### config.mk
export PLATFORM = sky130hd
export DESIGN_NAME = rnd_dispatch
export DESIGN_NICKNAME = d
export VERILOG_FILES = /design/src/rtl/rnd_pkg.sv /design/src/rtl/rr_pick.sv /design/src/rtl/rnd_dispatch.sv
export SDC_FILE = /design/constraint.sdc
export NUM_CORES = 1
export LEC_CHECK = 0
export BUFFER_PORTS_ARGS = -buffer_cell sky130_fd_sc_hd__buf_4
export CAP_MARGIN = 5
export CORE_ASPECT_RATIO = 0.5
export CORE_UTILIZATION = 40
export DETAILED_ROUTE_END_ITERATION = 8
export PLACE_DENSITY = 0.65
export SLEW_MARGIN = 40
export SYNTH_ARGS = -nofsm -noshare
export SYNTH_HDL_FRONTEND = slang
export SYNTH_HIERARCHICAL = 1
export SYNTH_SLANG_ARGS = --single-unit
### constraint.sdc
create_clock -name clk -period 28.1 [get_ports clk]
set_input_delay 1.405 -clock clk [delete_from_list [all_inputs] [get_ports clk]]
set_output_delay 1.405 -clock clk [all_outputs]
set_load 0.005 [all_outputs]
### src/rtl/rnd_pkg.sv
// ============================================================================
// rnd_pkg
// Shared types and constants for the random-word dispatcher.
// Revision: 1.0 - initial release
// ============================================================================
`default_nettype none

package rnd_pkg;

  // Width of one dispensed word and number of words per PRNG block.
  localparam int WORD_W = 32;
  localparam int WORDS  = 16;

  // Dispatcher control states.
  typedef enum logic [1:0] {
    ST_EMPTY = 2'd0,
    ST_LOAD  = 2'd1,
    ST_SERVE = 2'd2
  } state_t;

endpackage

`default_nettype wire

### src/rtl/rr_pick.sv
// ============================================================================
// rr_pick
// Round-robin one-hot picker: returns the first set request bit found when
// scanning upward from index ptr, wrapping at NREQ.
// Revision: 1.0 - initial release
// ============================================================================
`default_nettype none

module rr_pick
  import rnd_pkg::*;
#(
  parameter int NREQ  = 4,
  parameter int PTR_W = 2
) (
  input  logic [NREQ-1:0]  req,
  input  logic [PTR_W-1:0] ptr,
  output logic [NREQ-1:0]  onehot
);

  logic             w_found;
  logic [PTR_W-1:0] w_idx;
  int               w_sum;

  // Scan from the pointer position, claim the first active request.
  always_comb begin
    onehot  = '0;
    w_found = 1'b0;
    w_idx   = '0;
    w_sum   = 0;
    for (int i = 0; i < NREQ; i++) begin
      w_sum = int'(ptr) + i;
      if (w_sum >= NREQ) begin
        w_sum = w_sum - NREQ;
      end
      w_idx = PTR_W'(w_sum);
      if (!w_found && req[w_idx]) begin
        onehot[w_idx] = 1'b1;
        w_found       = 1'b1;
      end
    end
  end

endmodule

`default_nettype wire

### src/rtl/rnd_dispatch.sv
// ============================================================================
// rnd_dispatch
// Captures a 16-word shuffled PRNG block and dispenses one word per cycle to
// round-robin-arbitrated requesters with one cycle of grant latency; reloads
// a fresh block after the last word is handed out.
// Optional feature macro: RND_DISPATCH_STATS_EN adds the grant_total counter.
// Revision: 1.0 - initial release
// ============================================================================
`default_nettype none

module rnd_dispatch #(
  parameter int NREQ  = 4,
  parameter int WORDS = rnd_pkg::WORDS
) (
  input  logic                            clk,
  input  logic                            resn,
  input  logic [WORDS*rnd_pkg::WORD_W-1:0] blk_in,
  output logic                            blk_load,
  input  logic [NREQ-1:0]                 req,
  output logic [NREQ-1:0]                 gnt,
  output logic [rnd_pkg::WORD_W-1:0]      data,
  output logic                            valid,
  output logic [4:0]                      words_left
`ifdef RND_DISPATCH_STATS_EN
  ,
  output logic [31:0]                     grant_total
`endif
);

  import rnd_pkg::*;

  localparam int PTR_W = (NREQ > 1) ? $clog2(NREQ) : 1;

  state_t                        r_state;
  state_t                        w_state_nxt;
  logic                          w_take;
  logic [NREQ-1:0]               w_pick;
  logic [PTR_W-1:0]              w_pick_idx;
  logic [PTR_W-1:0]              w_ptr_nxt;
  logic [PTR_W-1:0]              r_ptr;
  logic [3:0]                    r_idx;
  logic [4:0]                    r_left;
  logic [NREQ-1:0]               r_gnt;
  logic [WORD_W-1:0]             r_data;
  logic                          r_valid;
  logic [WORDS-1:0][WORD_W-1:0]  r_buf;

  rr_pick #(
    .NREQ  (NREQ),
    .PTR_W (PTR_W)
  ) u_pick (
    .req    (req),
    .ptr    (r_ptr),
    .onehot (w_pick)
  );

  // State register; reset drops straight back to EMPTY and abandons the block.
  always_ff @(posedge clk or negedge resn) begin
    if (!resn) begin
      r_state <= ST_EMPTY;
    end else begin
      r_state <= w_state_nxt;
    end
  end

  // Next state and grant decision; grants are only taken while serving.
  always_comb begin
    w_state_nxt = r_state;
    w_take      = 1'b0;
    case (r_state)
      ST_EMPTY: w_state_nxt = ST_LOAD;
      ST_LOAD:  w_state_nxt = ST_SERVE;
      ST_SERVE: begin
        if (|req) begin
          w_take = 1'b1;
          if (r_idx == 4'(WORDS - 1)) begin
            w_state_nxt = ST_LOAD;
          end
        end
      end
      default:  w_state_nxt = ST_EMPTY;
    endcase
  end

  // Convert the one-hot pick to an index and advance the pointer past it.
  always_comb begin
    w_pick_idx = '0;
    for (int i = 0; i < NREQ; i++) begin
      if (w_pick[i]) begin
        w_pick_idx = PTR_W'(i);
      end
    end
    w_ptr_nxt = (w_pick_idx == PTR_W'(NREQ - 1)) ? '0 : w_pick_idx + 1'b1;
  end

  // Registered grant outputs, read index, word count and round-robin pointer.
  always_ff @(posedge clk or negedge resn) begin
    if (!resn) begin
      r_gnt   <= '0;
      r_valid <= 1'b0;
      r_data  <= '0;
      r_idx   <= '0;
      r_left  <= '0;
      r_ptr   <= '0;
    end else begin
      r_gnt   <= w_take ? w_pick : '0;
      r_valid <= w_take;
      r_data  <= w_take ? r_buf[r_idx] : '0;
      if (r_state == ST_LOAD) begin
        r_idx  <= '0;
        r_left <= 5'(WORDS);
      end else if (w_take) begin
        r_idx  <= r_idx + 4'd1;
        r_left <= r_left - 5'd1;
        r_ptr  <= w_ptr_nxt;
      end
    end
  end

  // Block buffer is refilled on every LOAD, so it needs no reset.
  always_ff @(posedge clk) begin
    if (r_state == ST_LOAD) begin
      r_buf <= blk_in;
    end
  end

`ifdef RND_DISPATCH_STATS_EN
  logic [31:0] r_grant_total;

  // Free-running grant counter, wraps naturally at 2^32.
  always_ff @(posedge clk or negedge resn) begin
    if (!resn) begin
      r_grant_total <= '0;
    end else if (w_take) begin
      r_grant_total <= r_grant_total + 32'd1;
    end
  end

  assign grant_total = r_grant_total;
`endif

  assign blk_load   = (r_state == ST_LOAD);
  assign gnt        = r_gnt;
  assign valid      = r_valid;
  assign data       = r_data;
  assign words_left = r_left;

endmodule

`default_nettype wire

==> results of run 1 <==
-- sequential cells by signal, indices dropped and copies added, names as in the netlist --
| signal | cells |
|---|---|
| data | 32 |
| gnt | 4 |
| r_buf | 512 |
| r_idx | 4 |
| r_ptr | 2 |
| r_state | 2 |
| valid | 1 |
| words_left | 5 |
-- per-layer routing --
layer	global-route usage (%)	routed length [µm]	vias up
met5	0	0	-
met4	4.989	1173	0
met3	3.213	1969	75
met2	41.20	33890	250
met1	22.11	19570	5985
li1	-	-	5148
-- worst max path at each step --
stage | to | depth (start not counted)
final | blk_load | 3
after global routing | blk_load | 3
after CTS | blk_load | 3
after detailed placement | words_left[4] | 6
after global placement | data[15] | 6
after floorplan | blk_load | 2
-- kinds of logic (layout without fill, tap and decap cells) --
logic type	after synthesis	after routing	share of synthesized area (%)
buffers and inverters	59	669	1.835
AND/OR/NAND/NOR	61	61	1.701
flip-flops	562	562	77.16
AO/OA/AOI/OAI	86	86	2.729
other	0	4	0
XOR/XNOR	2	2	0.08131
adder cells (fa/ha/maj)	8	8	0.4646
multiplexers	174	174	16.03
-- cell type report --
class                   count  area [µm²]  share of cell area [%]
diodes                      4       10.01                 0.03574
clock buffers              64        1344                   4.798
clock inverters            26       182.7                  0.6523
inverters                   7       38.79                  0.1385
multi-input cells         331        4526                   16.16
flip-flops and latches    562       16640                   59.42
well taps                 701       877.1                   3.132
repair buffers            572        4385                   15.66
-- through the flow --
| stage | cells | area (µm²) | hold slack (ns) |
|---|---|---|---|
| CTS | 2260 | 27920 | 0.4963 |
| global route | 2267 | 28000 | 0.5200 |
| floorplan | 952 | 21550 | 0.4356 |
| global placement | 2170 | 26370 | 0.4469 |
| detailed placement | 2170 | 26390 | 0.4870 |
| finish | 2267 | 28000 | 0.4920 |
-- report_power, final --
part	leakage [nW]	internal, W	switching [W]	total (W)
Sequential	5.43	0.00122	0.0000926	0.00131
Clock	0.743	0.000355	0.000300	0.000656
Combinational	4.15	0.000377	0.000418	0.000795
Total	10.3	0.00195	0.000811	0.00276
-- layout by cell type (no fill, tap or decap), drive strengths merged, types with 4 or more instances in the layout --
| cell | n |
|---|---|
| a21oi | 10 |
| mux4 | 132 |
| inv | 6 |
| ha | 8 |
| a211oi | 46 |
| clkinv | 24 |
| and3 | 5 |
| dfrtp | 50 |
| clkbuf | 65 |
| buf | 571 |
| a221o | 4 |
| mux2i | 33 |
| nor2b | 24 |
| o21ai | 19 |
| edfxtp | 512 |
| nand2 | 16 |
| mux2 | 9 |
| diode | 4 |
==> results.py, run 1 <==
metrics = {
    "yosys": {
        "syn_nets": 1478,
        "yosysTopAreaCellShare_pct": 71.35,
        "syn_avg_cell_area_um2": 22.63,
        "synth-edff-count": 512,
        "async_flop_share_pct": 8.897,
        "yosys-top-cells-count": "512 x edfxtp_1, 119 x mux4_2, 50 x dfrtp_1",
        "yosysTopAreaCell": "edfxtp_1",
        "synth-main-ff-cell": "edfxtp_1",
        "seq_area_frac_synth_pct": 77.16,
        "ys_ff_latch": 562,
        "synth.most_common_cell": "edfxtp_1",
        "ys_types": 42,
        "synthesis.instances": 952,
        "yosys_warnings": 6,
        "syn_area_um2": 21550,
        "synth.area.top_cells": "edfxtp_1 71%, mux4_2 12%, dfrtp_1 5.8%, a211oi_1 1.6%, mux4_1 1.6%",
    },
    "worst_setup_path": {
        "critical_path.top_delay_family": "buffers and inverters",
        "timing.rr.start": "r_state[1]",
        "path_cells": "nand2b_1, clkinv_8, buf_4",
        "critPathBufInv": 2,
        "r2r_cells": 5,
        "end_kind": "output pin",
        "cp.arrival_ns": 2.21,
        "r2r_slack_ns": 24.82,
        "r2r-end": "r_buf[190]",
        "crit_slowest_cell": "clkinv_8",
        "crit_start": "r_state[1]",
        "worst_setup_path_start_kind": "register",
        "critPathRequiredTime_ns": 26.69,
        "cpPeakStageDelay_ns": 0.50,
        "critPathMaxFanout": 118,
        "crit_type": "reg2out",
    },
    "floorplan": {
        "core_area_um2": 52560,
        "start_util_pct": 40.99,
        "die_width_um": 330.2,
        "die_area_um2": 54860,
        "die_h_um": 166.1,
        "fp-row-count": 59,
        "io_pins": 561,
    },
    "cells_and_area": {
        "final_util_pct": 53.28,
        "area_delta_synth_final_pct": 29.97,
        "drive_above_1_share_pct": 49.62,
        "fillers": 4192,
        "nNetsFinal": 2049,
    },
    "global_route": {
        "grt_start_max_net_pins": 180,
        "groute.usage.overall_pct": 20.54,
        "antenna_found_initial": 6,
        "grt_pass1_wl_um": 81100,
        "grt_pass1_vias": 12540,
        "overflow": 0,
    },
    "clock_network": {
        "cts_buffers": 49,
        "ctsHoldBuffers": 0,
        "cts_resized": 0,
        "cts_setup_buffers": 0,
        "clk_latency_ns": 0.57,
        "root_buffer": "clkbuf_16",
        "cts_tree": "yes",
        "clock_sinks": 562,
        "cts.clk_slew.worst_paths_ns": 0.07,
        "cts.htree.levels": 2,
        "clockBufferDepth": 3,
    },
    "timing": {
        "fin_crit_sh_pct": 12.86,
        "relSlewSlack_pct": 39.58,
        "fin_setup_tns_ns": 0,
        "fmax_mhz": 276.7,
        "hold_viol": 0,
        "worst_slack_ns": 24.49,
        "skew_ns": 0.02005,
        "rsz0062_at_grt": "no",
        "drv_slew": 0,
        "min_period_ns": 3.615,
        "worst-slew-pin-transition_ns": 0.9062,
        "setup_viol": 0,
    },
    "power": {
        "power.density_nw_per_um2": 98.50,
        "peakVddDrop_v": 0.00005908,
        "finalPower_w": 0.002759,
        "p_leak_nw": 10.32,
    },
    "routing": {
        "firstDrtPassIters": 5,
        "wire_per_inst_um": 24.97,
        "drt_iter0_drc": 816,
        "drc": 0,
        "via_count": 11460,
        "postRouteAntennaNets": 0,
        "post_drt_via_cell_ratio": 5.054,
        "wl_um": 56610,
    },
    "hold_path": {
        "holdCritPathClass": "reg2reg",
        "whs_endpoint": "r_state[0]",
        "hold_path.startpoint": "r_state[0]",
        "min_delay_path_depth": 1,
    },
    "status": {
        "status": "complete, no violations",
    },
    "placed_design": {
        "dp_hpwl_um": 40500,
        "preCtsSetupSlack_ns": 24.64,
        "port_buffers": 560,
        "place_congestion": 0.8448,
    },
    "run": {
        "drv_cap": 0,
    },
}
Note: power is estimated with default switching activity, not from simulation.
==> run 2: changes to the inputs <==
Settings changed: PLACE_DENSITY 0.65 to 0.68.
Clock period 28.1 ns to 3 ns, I/O delays scaled along.
==> run 2 against run 1 <==
The flow now stops in clock tree synthesis (4_1_cts); area after synthesis stayed put; synthesized cell count did not move.
==> results.py, run 2 <==
metrics = {
    "status": {
        "status": "did not finish",
        "lastStage": "clock tree synthesis (4_1_cts)",
        "firstError": "[ERROR RSZ-0060] Max buffer count reached.",
    },
    "floorplan": {
        "io_pins": 561,
        "die_width_um": 330.2,
        "fp-row-count": 59,
        "start_util_pct": 40.99,
        "die_h_um": 166.1,
    },
    "yosys": {
        "syn_area_um2": 21550,
        "yosysTopAreaCell": "edfxtp_1",
        "synth.area.top_cells": "edfxtp_1 71%, mux4_2 12%, dfrtp_1 5.8%, a211oi_1 1.6%, mux4_1 1.6%",
        "syn_nets": 1478,
        "ys_ff_latch": 562,
        "syn_avg_cell_area_um2": 22.63,
        "ys_types": 42,
        "synth-edff-count": 512,
        "yosys-top-cells-count": "512 x edfxtp_1, 119 x mux4_2, 50 x dfrtp_1",
        "synth-main-ff-cell": "edfxtp_1",
        "seq_area_frac_synth_pct": 77.16,
        "async_flop_share_pct": 8.897,
        "synth.most_common_cell": "edfxtp_1",
        "yosysTopAreaCellShare_pct": 71.35,
        "synthesis.instances": 952,
        "yosys_warnings": 6,
    },
    "placed_design": {
        "dp.cells": 2187,
        "port_buffers": 560,
        "dp_hpwl_um": 41790,
        "dpl_cell_area_um2": 26630,
        "preCtsSetupSlack_ns": 0.4837,
        "place_congestion": 0.8344,
    },
    "clock_network": {
        "ctsHoldBuffers": 457,
        "cts_buffers": 50,
        "cts.htree.levels": 2,
        "cts_setup_buffers": 0,
        "clockBufferDepth": 3,
        "root_buffer": "clkbuf_16",
        "cts_resized": 0,
        "clock_sinks": 562,
    },
}
-- run 2: cell counts after synthesis --
Identical to the previous run, type by type.
-- run 2: stage by stage --
| step | hold WS (ns) | utilization (%) |
|---|---|---|
| detailed placement | 0.2994 | 50.66 |
| global placement | 0.2887 | 50.66 |
| floorplan | -0.1456 | - |
-- run 2: cell families after synthesis --
group | Yosys count | synth area share [%]
fa+ha+maj | 8 | 0.4646
xor+xnor | 2 | 0.08131
simple gates | 61 | 1.701
compound gates | 86 | 2.729
flops | 562 | 77.16
mux | 174 | 16.03
buf+inv | 59 | 1.835
==> run 3: changes to the inputs <==
Settings changed: CORE_ASPECT_RATIO 0.5 to unset, CORE_UTILIZATION 40 to 25, PLACE_DENSITY 0.68 to unset, PLACE_DENSITY_LB_ADDON set to 0.15.
Clock period 3 ns to 3.9 ns, I/O delays scaled along.
==> run 3 against run 2 <==
The flow now finishes without violations.
==> results.py, run 3 (synthesized netlist as in run 1, its figures left out) <==
metrics = {
    "worst_setup_path": {
        "crit_slowest_cell": "clkinvlp_4",
        "cpPeakStageDelay_ns": 0.64,
        "critPathRequiredTime_ns": 3.70,
        "cp.arrival_ns": 2.61,
        "end_kind": "output pin",
        "critPathBufInv": 3,
        "critPathMaxFanout": 71,
        "worst_setup_path_start_kind": "register",
        "critical_path.top_delay_family": "buffers and inverters",
        "crit_type": "reg2out",
        "path_cells": "nand2b_2, clkinvlp_4, buf_12, buf_4",
    },
    "power": {
        "swShare_pct": 30.58,
        "peakVddDrop_v": 0.0003487,
        "pwr-share-seq_pct": 41.3,
        "power.density_nw_per_um2": 661.8,
        "power.switching_w": 0.007034,
        "clkPwrFrac_pct": 28.3,
        "p_leak_nw": 12.96,
        "intPower_w": 0.01597,
        "comb_power_share_pct": 30.4,
    },
    "global_route": {
        "grt-busiest-layer": "met2",
        "grt_start_max_net_pins": 104,
        "grt_pass1_vias": 15550,
        "met1_usage_pct": 18.15,
        "use_met3_pct": 3.917,
        "antenna_found_initial": 8,
        "groute.usage.overall_pct": 16.59,
        "grt_use_met2_pct": 30.82,
        "grt_pass1_wl_um": 102700,
        "overflow": 0,
    },
    "timing": {
        "worst-slew-pin-transition_ns": 0.7849,
        "drv_slew": 0,
        "hold_viol": 0,
        "fin_crit_sh_pct": 71.99,
        "worst_slack_ns": 1.093,
        "setup_viol": 0,
        "skew_ns": 0.01807,
        "min_period_ns": 2.807,
        "fmax_mhz": 356.2,
        "relSlewSlack_pct": 46.18,
        "rsz0062_at_grt": "no",
    },
    "floorplan": {
        "io_pins": 561,
        "core_area_um2": 85280,
        "die_width_um": 295.6,
        "fp-row-count": 107,
        "start_util_pct": 25.27,
        "die_h_um": 295.6,
        "die_area_um2": 87360,
    },
    "clock_network": {
        "clk_latency_ns": 0.61,
        "cts.htree.levels": 3,
        "ctsHoldBuffers": 513,
        "cts_tree": "yes",
        "cts_setup_buffers": 0,
        "cts_buffers": 68,
        "clock_sinks": 562,
        "root_buffer": "clkbuf_16",
        "cts_resized": 0,
        "clockBufferDepth": 3,
        "cts.clk_slew.worst_paths_ns": 0.06,
    },
    "routing": {
        "wire_per_inst_um": 22.28,
        "postRouteAntennaNets": 0,
        "wl_um": 73170,
        "drt_iter0_drc": 665,
        "via_count": 13840,
        "drc": 0,
        "firstDrtPassIters": 5,
        "post_drt_via_cell_ratio": 4.214,
    },
    "cells_and_area": {
        "final_util_pct": 40.75,
        "multi_input_area_um2": 4563,
        "final_cell_area_um2": 34750,
        "regMostFlops": "r_buf",
        "largest_register_ffs": 512,
        "ff_latch_area_um2": 16640,
        "drive_above_1_share_pct": 39.24,
        "fillers": 7761,
        "area_delta_synth_final_pct": 61.29,
        "nNetsFinal": 2606,
        "layout_common_cells": "582 x buf_4, 513 x dlygate4sd3_1, 512 x edfxtp_1, 119 x mux4_2, 68 x clkbuf_16",
        "final_common_cell": "buf_4",
    },
    "hold_path": {
        "holdCritPathClass": "in2async",
    },
    "placed_design": {
        "place_congestion": 0.7412,
        "port_buffers": 560,
        "preCtsSetupSlack_ns": 1.110,
        "dpl_cell_area_um2": 27330,
        "dp_hpwl_um": 50460,
    },
    "run": {
        "drv_cap": 0,
    },
    "status": {
        "status": "complete, no violations",
    },
}
[run 3: stage by stage]
step                std cells  setup TNS, ns  hold WS (ns)  total power (W)
floorplan                 952       -2432.39       -0.1006          0.01239
global placement         2638              0        0.3736          0.01637
detailed placement       2641              0        0.2836          0.01653
CTS                      3277              0        0.1803          0.02359
global route             3284              0        0.2165          0.02419
finish                   3284              0        0.2063          0.02300
[run 3: layer usage]
layer	share of wire, %	wire [µm]
met5	0.018	13
met4	3.3	2406
met3	5.9	4336
met1	37	27250
met2	54	39170
[run 3: path summary, 6_finish.rpt]
kind / to / startpoint / slack [ns] / cells past startpoint
max: blk_load / r_state[1] / 1.09 / 4
min reg2reg: r_state[0] / r_state[0] / 0.50 / 1
min in group clk: gnt[2] / req[2] / 0.27 / 3
min: valid / resn / 0.21 / 2
max reg2reg: data[26] / r_idx[1] / 1.30 / 4
max in group asynchronous: r_idx[1] / resn / 3.15 / 2
[run 3: power by group through the flow]
stage,logic (W),registers [W],clock network (W)
global route,0.00756,0.00969,0.00694
detailed placement,0.00686,0.00967,0
floorplan,0.00359,0.00880,0
CTS,0.00731,0.00956,0.00672
finish,0.00699,0.00950,0.00651
global placement,0.00667,0.00969,0
[run 3: layout make-up]
type	count	area share, %
flip-flops and latches	562	47.88
repair buffers	1110	28.19
multi-input cells	331	13.13
clock buffers	85	5.080
well taps	1144	4.119
clock inverters	38	1.462
inverters	7	0.08641
diodes	7	0.05041
==> run 4: changes to the inputs <==
Clock period 3.9 ns to 2.75 ns, I/O delays scaled along.
==> run 4 against run 3 <==
Combinational power grew 47%; first-iteration DRC count is 17% lower; die area unchanged; highest routed layer is now met4; clock skew is 0.014 ns higher; critical endpoint is now r_ptr[0].
==> results.py, run 4 (synthesized netlist as in run 1, its figures left out) <==
metrics = {
    "routing": {
        "wl_um": 71000,
        "drt_iter0_drc": 555,
        "drc": 0,
        "firstDrtPassIters": 4,
        "wire_per_inst_um": 21.46,
        "via_count": 13910,
        "post_drt_via_cell_ratio": 4.203,
        "postRouteAntennaNets": 0,
    },
    "timing": {
        "relSlewSlack_pct": 55.41,
        "min_period_ns": 2.418,
        "skew_ns": 0.03199,
        "rsz0062_at_grt": "no",
        "fin_crit_sh_pct": 87.94,
        "fmax_mhz": 413.5,
        "worst-slew-pin-transition_ns": 0.6689,
        "holdWs_ns": 0.1284,
        "drv_slew": 0,
        "hold_viol": 0,
        "setup_viol": 0,
    },
    "global_route": {
        "grt_pass1_vias": 15610,
        "grt_pass1_wl_um": 101100,
        "antenna_found_initial": 12,
        "grt_start_max_net_pins": 68,
        "overflow": 0,
        "groute.usage.overall_pct": 16.16,
    },
    "floorplan": {
        "core_area_um2": 85280,
        "start_util_pct": 25.27,
        "die_h_um": 295.6,
        "die_area_um2": 87360,
        "fp-row-count": 107,
        "die_width_um": 295.6,
        "io_pins": 561,
    },
    "clock_network": {
        "clock_sinks": 562,
        "cts_tree": "yes",
        "clockBufferDepth": 3,
        "cts.htree.levels": 3,
        "cts.clk_slew.worst_paths_ns": 0.06,
        "cts_setup_buffers": 0,
        "clk_latency_ns": 0.62,
        "cts_buffers": 67,
        "root_buffer": "clkbuf_16",
    },
    "worst_setup_path": {
        "crit_type": "reg2reg",
        "worst_setup_path_start_kind": "register",
        "cpPeakStageDelay_ns": 0.58,
        "path_cells": "inv_1, ha_1, mux4_2, nor4b_4, a221o_1, nor2b_1, o31ai_1",
        "cp.arrival_ns": 2.88,
        "critPathBufInv": 1,
        "crit_cells": 7,
        "critical_path.top_delay_family": "flip-flops",
        "critPathMaxFanout": 10,
        "end_kind": "register",
        "r2r_cells": 7,
        "critPathRequiredTime_ns": 3.21,
        "crit_slowest_cell": "dfrtp_1",
    },
    "cells_and_area": {
        "final_common_cell": "buf_4",
        "fillers": 7741,
        "largest_register_ffs": 512,
        "area_delta_synth_final_pct": 61.38,
        "final_cell_area_um2": 34770,
        "final_util_pct": 40.78,
        "drive_above_1_share_pct": 39.48,
        "nNetsFinal": 2626,
        "layout.cells.non_filler": 3309,
        "layout_common_cells": "598 x buf_4, 513 x dlygate4sd3_1, 512 x edfxtp_1, 119 x mux4_2, 68 x clkbuf_16",
        "regMostFlops": "r_buf",
    },
    "placed_design": {
        "dp_hpwl_um": 49170,
        "port_buffers": 560,
        "place_congestion": 0.7915,
        "dpl_cell_area_um2": 27530,
        "dp.cells": 2662,
    },
    "power": {
        "intPower_w": 0.02226,
        "clkPwrFrac_pct": 26.4,
        "p_leak_nw": 13.00,
        "swShare_pct": 30.60,
        "power.switching_w": 0.009818,
        "peakVddDrop_v": 0.0004626,
        "power.density_nw_per_um2": 922.6,
        "comb_power_share_pct": 32.2,
        "pwr-share-seq_pct": 41.4,
    },
    "run": {
        "drv_cap": 0,
    },
    "hold_path": {
        "holdCritPathClass": "in2async",
    },
    "status": {
        "status": "complete, no violations",
    },
}
-- run 4: final cells by class --
cell class | instances | area (µm²) | area share [%]
Multi-Input combinational cell | 331 | 4543 | 13.06
Sequential cell | 562 | 16640 | 47.86
Tap cell | 1144 | 1431 | 4.116
Antenna cell | 12 | 30.03 | 0.08636
Clock inverter | 33 | 291.5 | 0.8384
Timing Repair Buffer | 1131 | 10020 | 28.80
Clock buffer | 89 | 1790 | 5.149
Inverter | 7 | 30.03 | 0.08636
-- run 4: final timing paths --
path	from	end	slack, ns
worst max-delay path	r_ptr[0]	r_ptr[0]	0.33
max in group asynchronous	resn	r_idx[2]	2.09
worst min-delay path	resn	data[5]	0.13
worst max register to register	r_ptr[0]	r_ptr[0]	0.33
worst min register to register	r_state[0]	r_state[0]	0.49
min in group clk	req[2]	gnt[2]	0.17
-- run 4: layer usage --
metal,track usage [%],part of all wire [%],up-vias,routed length [µm]
met1,18.42,38,6971,27190
met2,29.37,53,490,37340
met5,0,0,-,0
li1,-,-,6327,-
met4,5.409,2.8,0,1984
met3,3.917,6.3,119,4486
-- run 4: stage by stage --
stage | TNS (ns) | total power, W | setup slack (ns)
floorplan | -3024.58 | 0.01655 | -5.880
global placement | 0 | 0.02356 | 0.01586
detailed placement | 0 | 0.02365 | 0.2549
CTS | 0 | 0.03295 | 0.2502
global route | 0 | 0.03383 | 0.08764
finish | 0 | 0.03208 | 0.3316
-- run 4: power groups by stage --
stage / logic (W) / clock network, W / registers [W]
after floorplan: 0.00477 / 0 / 0.0118
after global placement: 0.0101 / 0 / 0.0135
after detailed placement: 0.0101 / 0 / 0.0135
after CTS: 0.0108 / 0.00879 / 0.0134
after global routing: 0.0112 / 0.00908 / 0.0135
final: 0.0103 / 0.00848 / 0.0133
-- run 4: timing repair --
| action | 4_1_cts | 5_1_grt |
|---|---|---|
| resized for setup | 0 | 0 |
| hold endpoints to repair | 562 | 0 |
| endpoints found under the setup margin | 0 | 0 |
| hold buffers | 513 | 0 |
